**src/rtl/uart_pkg.sv**
```systemverilog
// ============================================================================
//  Module   : uart_pkg
//  Purpose  : Shared types, default rates and baud-divider rounding for the
//             UART transmit controller. Honours UART_TX_PARITY_EN.
//  Revision : 1.0 - initial release
// ============================================================================
`default_nettype none
`timescale 1ns/1ps

package uart_pkg;

   localparam int unsigned C_CLOCK_RATE = 200_000_000;
   localparam int unsigned C_BAUD_RATE  = 115_200;

   typedef enum logic [2:0] {
      IDLE   = 3'd0,
      START  = 3'd1,
      DATA   = 3'd2,
`ifdef UART_TX_PARITY_EN
      PARITY = 3'd3,
`endif
      STOP   = 3'd4
   } tx_state_t;

   // Round-to-nearest integer divide of clock rate by bit rate
   function automatic int unsigned calc_baud_div(input int unsigned clock_rate,
                                                 input int unsigned baud_rate);
      return (clock_rate + (baud_rate / 2)) / baud_rate;
   endfunction

endpackage

`default_nettype wire

```
**src/rtl/uart_tx_ctl_if.sv**
```systemverilog
// ============================================================================
//  Module   : uart_tx_ctl_if
//  Purpose  : FIFO-side and line-side signal bundle of the UART transmitter.
//  Revision : 1.0 - initial release
// ============================================================================
`default_nettype none
`timescale 1ns/1ps

interface uart_tx_ctl_if;

   logic       char_fifo_empty;
   logic [7:0] char_fifo_dout;
   logic       char_fifo_rd_en;
   logic       txd_tx;
   logic       tx_busy;

   modport master (
      input  char_fifo_empty,
      input  char_fifo_dout,
      output char_fifo_rd_en,
      output txd_tx,
      output tx_busy
   );

   modport slave (
      output char_fifo_empty,
      output char_fifo_dout,
      input  char_fifo_rd_en,
      input  txd_tx,
      input  tx_busy
   );

endinterface

`default_nettype wire

```
**src/rtl/uart_baud_gen.sv**
```systemverilog
// ============================================================================
//  Module   : uart_baud_gen
//  Purpose  : Bit-period timer; bit_done marks the last cycle of each bit.
//  Revision : 1.0 - initial release
// ============================================================================
`default_nettype none
`timescale 1ns/1ps

module uart_baud_gen #(
   parameter int unsigned BAUD_DIV = 1736
) (
   input  logic clk,
   input  logic rst,
   input  logic clear,
   output logic bit_done
);

   localparam int unsigned      C_CW   = $clog2(BAUD_DIV);
   localparam logic [C_CW-1:0]  C_LAST = C_CW'(BAUD_DIV - 1);

   generate
      if (BAUD_DIV < 4) begin : g_bad_div
         $error("uart_baud_gen: BAUD_DIV must be at least 4");
      end
   endgenerate

   logic [C_CW-1:0] r_cnt;

   // Clearing on the pop cycle aligns the first bit to a full period
   always_ff @(posedge clk or posedge rst) begin
      if (rst) begin
         r_cnt <= '0;
      end else if (clear || (r_cnt == C_LAST)) begin
         r_cnt <= '0;
      end else begin
         r_cnt <= r_cnt + 1'b1;
      end
   end

   assign bit_done = (r_cnt == C_LAST);

endmodule

`default_nettype wire

```
**src/rtl/uart_tx_ctl.sv**
```systemverilog
// ============================================================================
//  Module   : uart_tx_ctl
//  Purpose  : Pops characters from a FWFT FIFO and serialises 8N1 frames
//             (8E1 when UART_TX_PARITY_EN is defined).
//  Revision : 1.0 - initial release
// ============================================================================
`default_nettype none
`timescale 1ns/1ps

module uart_tx_ctl
   import uart_pkg::*;
#(
   parameter int unsigned CLOCK_RATE = C_CLOCK_RATE,
   parameter int unsigned BAUD_RATE  = C_BAUD_RATE
) (
   input  logic           clk,
   input  logic           rst,
   uart_tx_ctl_if.master  bus
);

   localparam int unsigned BAUD_DIV = calc_baud_div(CLOCK_RATE, BAUD_RATE);

   tx_state_t  r_state;
   logic [7:0] r_shift;
   logic [2:0] r_idx;
   logic       r_txd;
   logic       r_busy;
`ifdef UART_TX_PARITY_EN
   logic       r_parity;
`endif

   logic       w_bit_done;
   logic       w_pop;

   // Pop from idle, or on the last stop cycle for gapless back-to-back frames
   assign w_pop = !rst && !bus.char_fifo_empty &&
                  ((r_state == IDLE) || ((r_state == STOP) && w_bit_done));

   assign bus.char_fifo_rd_en = w_pop;
   assign bus.txd_tx          = r_txd;
   assign bus.tx_busy         = r_busy;

   uart_baud_gen #(
      .BAUD_DIV (BAUD_DIV)
   ) u_baud_gen (
      .clk      (clk),
      .rst      (rst),
      .clear    (w_pop),
      .bit_done (w_bit_done)
   );

   always_ff @(posedge clk or posedge rst) begin
      if (rst) begin
         r_state  <= IDLE;
         r_shift  <= 8'h00;
         r_idx    <= 3'd0;
         r_txd    <= 1'b1;
         r_busy   <= 1'b0;
`ifdef UART_TX_PARITY_EN
         r_parity <= 1'b0;
`endif
      end else if (w_pop) begin
         r_state  <= START;
         r_shift  <= bus.char_fifo_dout;
         r_txd    <= 1'b0;
         r_busy   <= 1'b1;
`ifdef UART_TX_PARITY_EN
         r_parity <= ^bus.char_fifo_dout;
`endif
      end else begin
         case (r_state)
            IDLE: begin
               r_txd  <= 1'b1;
               r_busy <= 1'b0;
            end
            START: begin
               if (w_bit_done) begin
                  r_txd   <= r_shift[0];
                  r_state <= DATA;
               end
            end
            DATA: begin
               if (w_bit_done) begin
                  if (r_idx == 3'd7) begin
                     r_idx   <= 3'd0;
`ifdef UART_TX_PARITY_EN
                     r_txd   <= r_parity;
                     r_state <= PARITY;
`else
                     r_txd   <= 1'b1;
                     r_state <= STOP;
`endif
                  end else begin
                     r_idx   <= r_idx + 3'd1;
                     r_shift <= r_shift >> 1;
                     r_txd   <= r_shift[1];
                  end
               end
            end
`ifdef UART_TX_PARITY_EN
            PARITY: begin
               if (w_bit_done) begin
                  r_txd   <= 1'b1;
                  r_state <= STOP;
               end
            end
`endif
            STOP: begin
               if (w_bit_done) begin
                  r_busy  <= 1'b0;
                  r_state <= IDLE;
               end
            end
            default: begin
               r_txd   <= 1'b1;
               r_busy  <= 1'b0;
               r_state <= IDLE;
            end
         endcase
      end
   end

endmodule

`default_nettype wire

```
**src/flat_wrapper.sv**
```systemverilog
// flat-port wrapper written by rule: the top's interface ports become plain ports
module uart_tx_ctl_flat import uart_pkg::*;
#(
   parameter int unsigned CLOCK_RATE = C_CLOCK_RATE,
   parameter int unsigned BAUD_RATE  = C_BAUD_RATE
)
  (clk, rst, bus_char_fifo_empty, bus_char_fifo_dout, bus_char_fifo_rd_en, bus_txd_tx, bus_tx_busy);
  uart_tx_ctl_if bus_i ();
  input  logic clk;
  input  logic rst;
  input wire logic [$bits(bus_i.char_fifo_empty)-1:0] bus_char_fifo_empty;
  input wire logic [$bits(bus_i.char_fifo_dout)-1:0] bus_char_fifo_dout;
  output wire logic [$bits(bus_i.char_fifo_rd_en)-1:0] bus_char_fifo_rd_en;
  output wire logic [$bits(bus_i.txd_tx)-1:0] bus_txd_tx;
  output wire logic [$bits(bus_i.tx_busy)-1:0] bus_tx_busy;
  assign bus_i.char_fifo_empty = bus_char_fifo_empty;
  assign bus_i.char_fifo_dout = bus_char_fifo_dout;
  assign bus_char_fifo_rd_en = bus_i.char_fifo_rd_en;
  assign bus_txd_tx = bus_i.txd_tx;
  assign bus_tx_busy = bus_i.tx_busy;
  uart_tx_ctl #(.CLOCK_RATE(CLOCK_RATE), .BAUD_RATE(BAUD_RATE)) u_core (.clk(clk), .rst(rst), .bus(bus_i));
endmodule
```
**config.mk**
```make
export PLATFORM = sky130hd
export DESIGN_NAME = uart_tx_ctl_flat
export DESIGN_NICKNAME = d
export VERILOG_FILES = /design/src/rtl/uart_pkg.sv /design/src/rtl/uart_tx_ctl_if.sv /design/src/rtl/uart_baud_gen.sv /design/src/rtl/uart_tx_ctl.sv /design/src/flat_wrapper.sv
export SDC_FILE = /design/constraint.sdc
export NUM_CORES = 1
export LEC_CHECK = 0
export CORE_ASPECT_RATIO = 1.75
export CORE_MARGIN = 4
export CORE_UTILIZATION = 35
export DETAILED_ROUTE_END_ITERATION = 8
export PLACE_DENSITY = 0.62
export SYNTH_ARGS = -nofsm -noshare
export SYNTH_HDL_FRONTEND = slang
export SYNTH_SLANG_ARGS = --single-unit
```
**constraint.sdc**
```tcl
create_clock -name clk -period 3.03 [get_ports clk]
set_clock_uncertainty 0.05 [all_clocks]
set_input_delay 0.4545 -clock clk [delete_from_list [all_inputs] [get_ports clk]]
set_output_delay 0.4545 -clock clk [all_outputs]
set_load 0.02 [all_outputs]
```
# After elaboration in Yosys (flattened, before gate mapping)
# Index checks and enable logic that the tools add are counted.
word_totals:
  ff_bits: 27
  inputBits: 11
  output_inout_bits: 3
  word_cells: 58
op_classes:
  add_sub_neg: 2
  n_eq_ne: 13
  muxes: 20
  bitwise: 1
  n_reduce_logical: 16
op_table:
  columns: ["cell", "count"]
  rows:
  - ["8-bit two-way mux", 4]
  - ["3-bit two-way mux", 6]
  - ["3-bit by 2-bit inequality test with 1-bit output (second input constant)", 4]
  - ["3-bit case mux with 4 select lines", 1]
  - ["11-bit by 1-bit adder with 11-bit output (second input constant)", 1]
  - ["11-bit equality test (second input constant)", 1]
  - ["11-bit two-way mux", 1]
  - ["3-bit AND reduction", 3]
  - ["3-bit equality test (second input constant)", 2]
  - ["1-bit two-way mux", 6]
  - ["2-bit inequality test (second input constant)", 3]
  - ["5-bit AND reduction", 1]
  - ["2-bit nonzero test", 2]
  - ["3-bit by 1-bit adder with 3-bit output (second input constant)", 1]
  - ["3-bit by 1-bit equality test with 1-bit output (second input constant)", 1]
  - ["3-bit by 2-bit equality test with 1-bit output (second input constant)", 1]
  - ["1-bit logical AND", 3]
  - ["3-bit zero test", 1]
  - ["1-bit case mux with 3 select lines", 1]
  - ["1-bit zero test", 2]
  - ["1-bit logical OR", 2]
  - ["2-bit by 1-bit inequality test with 1-bit output (second input constant)", 1]
  - ["1-bit case mux with 2 select lines", 1]
  - ["2-bit AND reduction", 1]
  - ["other kinds (2)", 2]

# Logic depth before layout (Yosys ltp)
# Gate-level depths: netlist (run 1).
depth:
  word_depth: 6
  mapped_depth: 6
  depth_no_buf: 6

# Cells and area by module
# From an unflattened synthesis (run 1), not the netlist that was laid out.
hier_totals:
  hier_cells: 126
  hier_area_um2: 1406.3
modules_own_cells:
  columns: ["mod", "instances", "cells_per_inst", "area_each_um2", "seq_area_each_um2"]
  rows:
  - ["uart_tx_ctl", 1, 71, 838.3, 401.6]
  - ["uart_baud_gen", 1, 55, 568.0, 275.3]

# Worst setup path after synthesis (run 1)
# OpenSTA, ideal clock, no wires.
synth_path:
  path_kind: "input port to output port"
  from: "input port bus_char_fifo_empty"
  to: "output port bus_char_fifo_rd_en"
  t_arrival_ns: 1.785
  path_slack_ns: 0.740
  cell_stages: 5
  n_path_buf: 1
  cell_sequence: "or4_1 -> nor2_1 -> clkbuf_1 -> nor2_1 -> inv_1"
synth_between:
  elab_chain_cells: 3
synth_rtl:
  columns: ["element", "line_no", "text"]
  rows:
  - ["from (decl)", "flat_wrapper.sv:11", "input wire logic [$bits(bus_i.char_fifo_empty)-1:0] bus_char_fifo_empty;"]
  - ["1-bit zero test", "uart_tx_ctl.sv:36", "assign w_pop = !rst && !bus.char_fifo_empty &&"]
  - ["1-bit logical AND (2 in series)", "uart_tx_ctl.sv:36", null]
  - ["to (decl)", "flat_wrapper.sv:13", "output wire logic [$bits(bus_i.char_fifo_rd_en)-1:0] bus_char_fifo_rd_en;"]
# No other way between the ends.

# Worst setup path after layout (run 1)
# Ends and elaborated chain as after synthesis.

==> results of run 1 <==
## kinds of logic (layout without fill, tap and decap cells)
family / Yosys count / in the layout / share of synthesized area
simple gates: 52 / 52 / 0.225
buf+inv: 14 / 35 / 0.0390
mux: 4 / 4 / 0.0303
compound gates: 28 / 28 / 0.151
xor+xnor: 10 / 10 / 0.0606
flops: 27 / 27 / 0.468
fa+ha+maj: 3 / 3 / 0.0260
## cells in the mapped netlist, drive strengths merged, types with 2 or more instances
master  number  area (um^2)
nand2        6         22.5
inv          8         30.0
a221o        7         70.1
nor2        16         60.1
or4          2         16.3
ha           3         37.5
xor2         3         26.3
o21ai        4         20.0
buf          3         15.0
mux2         3         33.8
dfrtp       26          651
nor3         8         51.3
o41ai        2         17.5
xnor2        7         61.3
o21a         7         52.6
a21oi        4         20.0
nand3        5         25.0
or4b         2         20.0
clkbuf       3         11.3
nor4b        3         41.3
nor4         5         52.6
## cell usage in the layout (no fill, tap or decap), types with 2 or more instances in the layout
master and n:
inv_1 8, nor2_1 16, nand2_1 6, a221o_1 7, xnor2_1 7, clkbuf_8 3, buf_4 10, nor4b_1 2
nand3_1 5, mux2_2 3, nor4_1 3, xor2_1 3, clkdlybuf4s50_1 12, nor3_1 7, o41ai_1 2, dfrtp_1 26
o21a_1 7, a21oi_1 4, ha_1 3, o21ai_0 3
## how the worst min path moves through the flow
stage                     cells after the start  slack, ns                         end
after global placement                        1       0.39  u_core.u_baud_gen.r_cnt[0]
after CTS                                     1       0.42  u_core.u_baud_gen.r_cnt[0]
final                                         1       0.41  u_core.u_baud_gen.r_cnt[0]
after detailed placement                      1       0.40  u_core.u_baud_gen.r_cnt[0]
after floorplan                               1       0.38  u_core.u_baud_gen.r_cnt[0]
after global routing                          1       0.45  u_core.u_baud_gen.r_cnt[0]
## report_power, final
group | switching [W] | internal [W]
clock network | 0.000107 | 0.0000940
registers | 0.000116 | 0.000504
logic | 0.000201 | 0.000200
## layer usage
layer / share of wire / vias up / global-route usage
li1: - / 546 / -
met1: 0.43 / 555 / 0.134
met2: 0.54 / 12 / 0.221
met3: 0.024 / 2 / 0.0193
met4: 0.0099 / 0 / 0.0554
met5: 0 / - / 0
## worst reg2reg max path, stage by stage (launching register included)
cell     delay (ns)
dfrtp_1        0.41
ha_1           0.21
ha_1           0.23
or4b_2         0.69
nand2_1        0.10
o21ai_1        0.19
a221o_1        0.36
## state kept, by name, summed over array words and instances (netlist names)
name	flops
u_core.r_state	3
u_core.r_idx	3
u_core.u_baud_gen.r_cnt	11
u_core.bus.txd_tx	1
u_core.r_shift	8
u_core.bus.tx_busy	1
## area by class of cell
class / instances / area, um^2 / share of cell area
flip-flops and latches: 27 / 677 / 0.390
repair buffers: 23 / 208 / 0.120
multi-input cells: 97 / 716 / 0.412
clock buffers: 4 / 45.0 / 0.0260
well taps: 48 / 60.1 / 0.0346
inverters: 8 / 30.0 / 0.0173
## stage by stage
stage	setup slack, ns	std cells
floorplan	0.740	138
global placement	0.0831	203
detailed placement	0.0509	203
CTS	0.00960	207
global route	0.334	207
finish	0.417	207
==> flow_metrics.tcl, run 1 <==
set metrics [dict create \
    outcome "complete, no violations" \
    p_leak_nw 0.770 \
    core_area_um2 3940 \
    grt_pass1_vias 1197 \
    stdcell_area_um2 1740 \
    synth-seq-cells 27 \
    finalHoldViolCount 0 \
    clkTransAtPathRegs_ns 0.09 \
    die_h_um 93.0 \
    wl_per_cell_um 14.2 \
    antenna_left 0 \
    clock_path_buffers 2 \
    io_pins 14 \
    reg2reg_depth 6 \
    finalNetCount 174 \
    cpLargestDelayFamily "simple AND/OR/NAND/NOR gates" \
    ys_warn_count 0 \
    synthArstFlopShare 1.00 \
    fin_crit_sh 0.862 \
    slew_headroom 0.648 \
    layout-drive-gt1-share 0.170 \
    synth_cell_types 39 \
    tns_ns 0 \
    cts_root_buf "clkbuf_8" \
    p_total_w 0.00122 \
    peakVddDrop_uv 374 \
    antenna_found_initial 0 \
    gp_congestion 0.738 \
    cp.arrival_ns 2.11 \
    grt.total_usage 0.121 \
    worst-setup-path-type "in -> out" \
    yosys_most_used_dff "dfrtp_1" \
    fmaxAchievable_mhz 383 \
    max_stage_delay_ns 0.63 \
    syn_area_per_cell_um2 10.5 \
    dr.first_iter.drc_count 24 \
    netlist_instances 138 \
    n_antenna_cell 0 \
    holdWs_ns 0.414 \
    powerDensity_nw_per_um2 704 \
    drt_first_pass_iters 5 \
    setup.worst_path.start_class "input port" \
    path_max_fanout 3 \
    synth_nets 152 \
    utilization 0.440 \
    setup_viol 0 \
    cp-startpoint "bus_char_fifo_empty" \
    tightest_slew_ns 0.524 \
    cp_slowest_cell "or4_1" \
    period_minus_slack_ns 2.61 \
    cts_setup_buffers 0 \
    syn2layout_area_growth_pct 20.1 \
    insertion_delay_ns 0.26 \
    rows 30 \
    viasPerCell 5.39 \
    hp-start "u_core.u_baud_gen.r_cnt[0]" \
    slew_violations 0 \
    endpoint "bus_char_fifo_rd_en" \
    syn_area_um2 1450 \
    grt_overflow 0 \
    post_dp_cell_area_um2 1680 \
    r2r-end "u_core.r_shift[2]" \
    fp.dieArea_um2 5260 \
    grt_max_degree 28 \
    grt_pass1_wl_mm 5.20 \
    drt_drc_violations_left 0 \
    worstPathCellList "clkdlybuf4s50_1, or4_1, nor4_4, nor2_1, inv_1, dlymetal6s2s_1" \
    ctsResizeCount 0 \
    worstSetupEndpointType "output port" \
    synth_seq_area_share 0.468 \
    rsz0062_at_grt "false" \
    htreeDepth 1 \
    crit_cells 6 \
    timing.rr.start "u_core.r_idx[0]" \
    synth_edf_count 0 \
    path_buf_inv 3 \
    hp-class "reg -> reg" \
    crit_required_ns 2.53 \
    postCtsHoldBufs 0 \
    dpl.hpwl_mm 2.23 \
    portBuffers 13 \
    cts_tree "yes" \
    fp.dieW_um 56.6 \
    rrSetupSlack_ns 0.68 \
    clock_sinks 27 \
    routed_wl_mm 2.94 \
    cts_made_buffers 3 \
    via_count 1115 \
    maxCapViolCount 0 \
    initial_core_util 0.367 \
    fillers 410 \
]
No activity file was read; power rests on OpenSTA's default activity.
==> run 2, diff against run 1 <==
--- a/config.mk
+++ b/config.mk
@@ -5,8 +5,10 @@
 export SDC_FILE = /design/constraint.sdc
 export NUM_CORES = 1
 export LEC_CHECK = 0
+export ABC_AREA = 0
+export CAP_MARGIN = 20
 export CORE_ASPECT_RATIO = 1.75
-export CORE_MARGIN = 4
+export CORE_MARGIN = 2
 export CORE_UTILIZATION = 35
 export DETAILED_ROUTE_END_ITERATION = 8
 export PLACE_DENSITY = 0.62
==> flow_metrics.tcl, run 2 (same netlist as run 1, synthesis figures left out) <==
set metrics [dict create \
    setup_viol 0 \
    clkTransAtPathRegs_ns 0.08 \
    io_pins 14 \
    crit_required_ns 2.53 \
    max_stage_delay_ns 0.63 \
    drt_first_pass_iters 4 \
    mostFrequentLayoutCells "26 x dfrtp_1, 16 x nor2_1, 12 x clkdlybuf4s50_1" \
    tightest_slew_ns 0.458 \
    finalHoldViolCount 0 \
    finalNetCount 173 \
    drt_drc_violations_left 0 \
    clkPwrFrac 0.163 \
    top_register "u_core.u_baud_gen.r_cnt" \
    peakVddDrop_uv 360 \
    period_minus_slack_ns 2.77 \
    maxCapViolCount 0 \
    cts_setup_buffers 0 \
    antenna_left 0 \
    clock_path_buffers 2 \
    dr.first_iter.drc_count 42 \
    die_h_um 89.0 \
    fin_crit_sh 0.913 \
    cts_made_buffers 3 \
    clock_sinks 27 \
    seqPwrFrac 0.506 \
    p_total_w 0.00122 \
    path_buf_inv 3 \
    fmaxAchievable_mhz 362 \
    switchingPower_w 0.000424 \
    via_count 1132 \
    antenna_found_initial 0 \
    reg_top3 "u_core.u_baud_gen.r_cnt (11), u_core.r_shift (8)" \
    pwr-share-comb 0.330 \
    stdcell_area_um2 1720 \
    p_leak_nw 0.751 \
    path_max_fanout 3 \
    powerDensity_nw_per_um2 708 \
    outcome "complete, no violations" \
    worst_slack_ns 0.265 \
    worst-setup-path-type "in -> out" \
    viasPerCell 5.50 \
    grt_max_degree 28 \
    insertion_delay_ns 0.27 \
    slew_violations 0 \
    ctsResizeCount 2 \
    rsz0062_at_grt "false" \
    fp.dieW_um 52.6 \
    worstPathCellList "clkdlybuf4s50_1, or4_1, nor4_4, nor2_1, inv_1, dlygate4sd2_1" \
    postCtsHoldBufs 0 \
    internal-power_w 0.000797 \
    n_antenna_cell 0 \
    core_area_um2 3900 \
    post_dp_cell_area_um2 1680 \
    syn2layout_area_growth_pct 19.3 \
    largest_reg_flops 11 \
    routed_wl_mm 3.04 \
    tns_ns 0 \
    gp_congestion 0.731 \
    grt_pass1_wl_mm 5.18 \
    fp.dieArea_um2 4680 \
    cp_slowest_cell "or4_1" \
    final_common_cell "dfrtp_1" \
    slew_headroom 0.693 \
    setup.worst_path.start_class "input port" \
    htreeDepth 1 \
    grt_pass1_vias 1183 \
    cts_root_buf "clkbuf_8" \
    layout-drive-gt1-share 0.165 \
    portBuffers 13 \
    dpl.hpwl_mm 2.29 \
    initial_core_util 0.370 \
    grt.total_usage 0.148 \
    worstSetupEndpointType "output port" \
    cts_tree "yes" \
    switching_share 0.347 \
    dp_slack_ns 0.00553 \
    grt_overflow 0 \
    wl_per_cell_um 14.7 \
    rows 30 \
    cpLargestDelayFamily "simple AND/OR/NAND/NOR gates" \
    hp-class "reg -> reg" \
    cp.arrival_ns 2.26 \
]
run 2: final timing paths:
path | start | endpoint | slack (ns) | cells past startpoint
worst max-delay path | bus_char_fifo_empty | bus_char_fifo_rd_en | 0.26 | 6
worst min-delay path | u_core.u_baud_gen.r_cnt[0] | u_core.u_baud_gen.r_cnt[0] | 0.42 | 1
worst max register to register | u_core.u_baud_gen.r_cnt[4] | u_core.r_idx[0] | 0.71 | 4
worst min register to register | u_core.u_baud_gen.r_cnt[0] | u_core.u_baud_gen.r_cnt[0] | 0.42 | 1
max in group asynchronous | rst | u_core.bus.txd_tx | 1.96 | 4
min in group asynchronous | rst | u_core.r_shift[0] | 0.67 | 4
run 2: final cells by class:
class,instances,area [um^2]
Clock buffer,4,45.0
Fill cell,395,2180
Inverter,8,30.0
Multi-Input combinational cell,97,716
Sequential cell,27,677
Tap cell,48,60.1
Timing Repair Buffer,22,196
run 2: layer usage:
metal	part of all wire	vias up	track usage
met5	0	-	0
met4	0.020	0	0.0723
met3	0.021	6	0.0151
met2	0.55	16	0.267
met1	0.41	569	0.170
li1	-	541	-
run 2: worst reg2reg max path, cell delays in order, from the launching register on:
cell and delay (ns):
dfrtp_1 0.42, or4b_4 0.61, nor3_4 0.38, nor4b_4 0.36, mux2_2 0.38
run 2: power by group through the flow:
| stage | logic [W] | clock network (W) | registers (W) |
|---|---|---|---|
| final | 0.000404 | 0.000199 | 0.000618 |
| after global routing | 0.000456 | 0.000221 | 0.000636 |
| after CTS | 0.000410 | 0.000208 | 0.000617 |
| after detailed placement | 0.000404 | 0 | 0.000623 |
| after global placement | 0.000386 | 0 | 0.000617 |
| after floorplan | 0.000287 | 0 | 0.000613 |
run 2: per-stage QoR:
stage	hold slack, ns	util	std cells
floorplan	0.383	-	138
global route	0.458	0.442	206
global placement	0.394	0.429	202
finish	0.424	0.442	206
CTS	0.421	0.442	206
detailed placement	0.409	0.429	202
==> run 3, diff against run 2 <==
--- a/config.mk
+++ b/config.mk
@@ -12,6 +12,7 @@
 export CORE_UTILIZATION = 35
 export DETAILED_ROUTE_END_ITERATION = 8
 export PLACE_DENSITY = 0.62
+export SLEW_MARGIN = 10
 export SYNTH_ARGS = -nofsm -noshare
 export SYNTH_HDL_FRONTEND = slang
 export SYNTH_SLANG_ARGS = --single-unit
==> results of run 3 <==
Same layout as run 2: the final DEF is identical, and so are final timing and power.
